File: src/rtl/serial_pattern_source.sv
// Serial pattern source: latches a parallel pattern on a start edge and shifts it out MSB-first,
// one bit per TICK_DIV clocks, with a per-bit strobe. Optional macro PATTERN_LOOP_EN enables streaming repeat.
module serial_pattern_source #(
    parameter int PAT_WIDTH = 8,
    parameter int TICK_DIV  = 25000000
) (
    input  logic                 clock,
    input  logic                 resetn,
    input  logic [PAT_WIDTH-1:0] pattern_in,
    input  logic                 start,
    output logic                 w_out,
    output logic                 bit_valid,
    output logic                 busy,
    output logic                 done
);

    localparam int TICK_W = (TICK_DIV > 1) ? $clog2(TICK_DIV) : 1;
    localparam int BITS_W = $clog2(PAT_WIDTH + 1);
    localparam logic [TICK_W-1:0] TICK_LAST = TICK_W'(TICK_DIV - 1);
    localparam logic [BITS_W-1:0] BITS_FULL = BITS_W'(PAT_WIDTH);
    localparam logic [BITS_W-1:0] BITS_ONE  = BITS_W'(1);

    if (PAT_WIDTH < 1 || TICK_DIV < 1) begin : g_param_check
        $error("serial_pattern_source: PAT_WIDTH and TICK_DIV must be at least 1");
    end

    typedef enum logic [1:0] {
        IDLE  = 2'd0,
        SHIFT = 2'd1,
        DONE  = 2'd2
    } state_t;

    state_t                state;
    logic [PAT_WIDTH-1:0]  shreg;
    logic [TICK_W-1:0]     tick_cnt;
    logic [BITS_W-1:0]     bits_left;
    logic                  start_q;
    logic                  tick_last;
    logic                  start_rise;
`ifdef PATTERN_LOOP_EN
    logic [PAT_WIDTH-1:0]  pattern_reg;
`endif

    assign tick_last  = (tick_cnt == TICK_LAST);
    assign start_rise = start && !start_q;
    assign w_out      = (state == SHIFT) && shreg[PAT_WIDTH-1];
    assign bit_valid  = (state == SHIFT) && tick_last;

    always_ff @(posedge clock) begin
        if (!resetn) begin
            state     <= IDLE;
            shreg     <= '0;
            tick_cnt  <= '0;
            bits_left <= '0;
            start_q   <= 1'b0;
            busy      <= 1'b0;
            done      <= 1'b0;
`ifdef PATTERN_LOOP_EN
            pattern_reg <= '0;
`endif
        end else begin
            // start_q tracks start in every state so a held level never retriggers
            start_q <= start;
            done    <= 1'b0;
            case (state)
                IDLE: begin
                    busy <= 1'b0;
                    if (start_rise) begin
                        shreg     <= pattern_in;
`ifdef PATTERN_LOOP_EN
                        pattern_reg <= pattern_in;
`endif
                        tick_cnt  <= '0;
                        bits_left <= BITS_FULL;
                        state     <= SHIFT;
                        busy      <= 1'b1;
                    end
                end
                SHIFT: begin
                    if (tick_last) begin
                        tick_cnt  <= '0;
                        shreg     <= shreg << 1;
                        bits_left <= bits_left - BITS_ONE;
                        if (bits_left == BITS_ONE) begin
`ifdef PATTERN_LOOP_EN
                            // Held start at the last bit restarts from the latched copy, not pattern_in
                            if (start) begin
                                shreg     <= pattern_reg;
                                bits_left <= BITS_FULL;
                            end else begin
                                state <= DONE;
                                busy  <= 1'b0;
                                done  <= 1'b1;
                            end
`else
                            state <= DONE;
                            busy  <= 1'b0;
                            done  <= 1'b1;
`endif
                        end
                    end else begin
                        tick_cnt <= tick_cnt + 1'b1;
                    end
                end
                DONE: begin
                    state <= IDLE;
                    busy  <= 1'b0;
                end
                default: begin
                    state <= IDLE;
                    busy  <= 1'b0;
                end
            endcase
        end
    end

endmodule

File: config.mk
export PLATFORM = sky130hd
export DESIGN_NAME = serial_pattern_source
export DESIGN_NICKNAME = d
export VERILOG_FILES = /design/src/rtl/serial_pattern_source.sv
export SDC_FILE = /design/constraint.sdc
export NUM_CORES = 1
export LEC_CHECK = 0
export ABC_CLOCK_PERIOD_IN_PS = 2200
export BUFFER_PORTS_ARGS = -buffer_cell sky130_fd_sc_hd__buf_2
export CORE_MARGIN = 2
export CORE_UTILIZATION = 35
export CTS_CLUSTER_SIZE = 25
export DETAILED_ROUTE_END_ITERATION = 12
export PLACE_DENSITY_LB_ADDON = 0.25
export REMOVE_ABC_BUFFERS = 1
export SETUP_SLACK_MARGIN = 0.15
export SYNTH_ARGS = -nofsm -noshare
export SYNTH_HDL_FRONTEND = slang
export SYNTH_SLANG_ARGS = --single-unit
File: constraint.sdc
create_clock -name clock -period 2.2 [get_ports clock]
set_input_delay 0.22 -clock clock [delete_from_list [all_inputs] [get_ports clock]]
set_output_delay 0.22 -clock clock [all_outputs]
set_load 0.03 [all_outputs]
==> run metrics <==
vias in the first global route 1791; FMAX 0.5077 GHz; dominant synthesized flop cell dfxtp_1; status complete, no violations; leak pwr 0.9110 nW; Slew @ Worst Pin a little over 0.5 ns; die area 7123 um2; most frequent cells in the layout dfxtp_1 (40), nor2_1 (28), nand3_1 (18); PwrDens approximately 570 nW/um2; slowest stage delay, CP a little over 0.4 ns; Rows 29; setup TNS 0 ns; max-cap violations 0; DP HPWL 3627 um; Area Overhead vs Synth 14.49%; worst-path fanout max 5; Worst Setup End Kind output pin; Initial DRC Count 117; final hold vios 0; Final #Nets 293; antenna fix cells 0; Skew-Pair Late Insertion Delay 0.30 ns; footprint of the multi-input gates approximately 1400 um2; DP Cell Count 348; Final Max Tran Viols 0; FILL cells 664; height of the die 84.40 um; FF+latch area 843.3 um2; cells after synthesis 259; WS Path Type register to output pin; clock sink total 42; RSZ-0062 raised after global routing false; #FFs+latches synth 42; headroom to the max-slew limit 66.34%; Synth Cell Area between 2000 and 2500 um2; CTS tree built; vias per cell between 5 and 6; Via Count around 1900; Clock Skew about 0.010 ns; Avg Inst Size Synth 8.734 um2; clock period minus worst slack 1.970 ns; Hold WC Path Type input port to register; mean routed wirelength per cell 14.55 um; ys async rst share 0%; final number of setup-violating endpoints 0; maximum vdd drop 371.2 uV; Post-synth EDFFs 0; Critical Path AT 1.75 ns; Synthesis Warnings 0; worst path cell trace nor4bb_2 -> nand3_2 -> nor4b_4 -> buf_4; post-cts hold buffer count 0; WL final 5196 um; startpoint types register; grt total ovfl 0; # IOs 15; initial antenna violation count 0; sequential element share of the synthesized area 37.17%; Num CTS Buffers 5; Placer Congestion 0.8145; Data required, critical path slightly below 2 ns; Max Root-Sink Buffers 2; Global Route Usage Sum 14.98%; synth unique cells 56; width of the chip 84.40 um; Root Buffer clkbuf_8; PortBufs 14; drt pass-1 iters 4; non-filler instance count after layout 357; Clock Pin Slew Worst Setup and Hold Paths about 0.09 ns; first-pass GRT wire length 8625 um; commonest non-fill, non-tap cell in the layout dfxtp_1; largest net degree at the start of global routing 23; ratio of cells with drive above 1 in the final layout 21.07%; Tcrit/Tclk final approximately 90%; antenna-violating nets left 0; htree depth 2; CP max-delay cell dfxtp_1; core area 6314 um2; initial cell density of the core 35.83%; Remaining DRCs 0
[what timing repair did]
| action | CTS | global route |
|---|---|---|
| buffers inserted | 1 | 0 |
| pin swaps | 1 | 1 |
| hold endpoints to repair | 0 | 0 |
| setup endpoints to repair | 1 | 11 |
| resized for setup | 1 | 8 |
| gates cloned | 0 | 0 |
[critical path: cells and delay by family, from the launching register on]
| kind | cells | cell delay, ns |
|---|---|---|
| simple gates | 3 | 0.83 |
| buf+inv | 1 | 0.21 |
| flops | 1 | 0.41 |
[flip-flops by register name, indices dropped and copies added, names as in the netlist]
register / cells
done: 1
start_q: 1
state: 2
tick_cnt: 25
busy: 1
shreg: 8
bits_left: 4
[stage by stage]
step / util [%] / cell area [um2] / power, mW / hold WS [ns] / setup slack, ns
after floorplan: - / 2182 / 0.9136 / 0.3376 / 0.03707
after detailed placement: 38.82 / 2451 / 0.9788 / 0.4452 / 0.2105
after global placement: 38.82 / 2451 / 0.9780 / 0.4449 / 0.2616
after CTS: 40.41 / 2551 / 1.491 / 0.1255 / 0.1572
after global routing: 41.02 / 2590 / 1.540 / 0.1336 / 0.1660
final: 41.02 / 2590 / 1.471 / 0.1310 / 0.2304
[routing by layer]
layer / GRT usage [%] / vias up / wire length, um
met5: 0 / - / 0
met4: 5.339 / 0 / 65
met3: 2.753 / 7 / 95
met2: 23.74 / 15 / 2348
met1: 20.48 / 899 / 2687
li1: - / 998 / -
[path summary, 6_finish.rpt]
| kind | from | to | slack [ns] | cells past startpoint |
|---|---|---|---|---|
| max | tick_cnt[16]$_SDFFE_PN0P_ | bit_valid | 0.23 | 4 |
| min reg2reg | shreg[0]$_SDFFE_PN0P_ | shreg[0]$_SDFFE_PN0P_ | 0.48 | 2 |
| max reg2reg | tick_cnt[0]$_SDFFE_PN0P_ | tick_cnt[20]$_SDFFE_PN0P_ | 0.27 | 6 |
| min | start | start_q$_SDFF_PN0_ | 0.13 | 2 |
[synth_stat cells, types with 5 or more instances]
cell	count	area, um2
nand3_1	19	95.09
nor3_1	13	65.06
a211oi_2	8	100.1
nand2_1	16	60.06
inv_1	5	18.77
and3_1	7	43.79
and2_1	5	31.28
dfxtp_1	42	840.8
xor2_1	9	78.83
nand4_1	9	56.30
mux2i_1	7	70.07
nor2_1	28	105.1
a21oi_1	9	45.04
clkbuf_1	6	22.52
[power breakdown]
group | switching [mW] | total, mW | internal [mW] | leakage [nW]
registers | 0.0143 | 0.796 | 0.781 | 0.342
clock network | 0.285 | 0.508 | 0.223 | 0.0441
logic | 0.102 | 0.167 | 0.0655 | 0.525
total | 0.401 | 1.47 | 1.07 | 0.911
[logic make-up after synthesis]
family	Yosys count	synth area share, %
mux	8	3.595
simple gates	126	31.42
xor+xnor	13	5.033
compound gates	47	16.59
flops	42	37.17
buf+inv	20	4.535
fa+ha+maj	3	1.659
[cell type report]
cell class,count,share of cell area (%)
multi-input combinational,197,52.32
timing repair buffer,27,7.053
clock inverter,3,0.8213
inverter,6,0.8696
sequential,42,32.56
clock buffer,5,2.657
tap,77,3.720
Power figures use the tool's default switching activity.
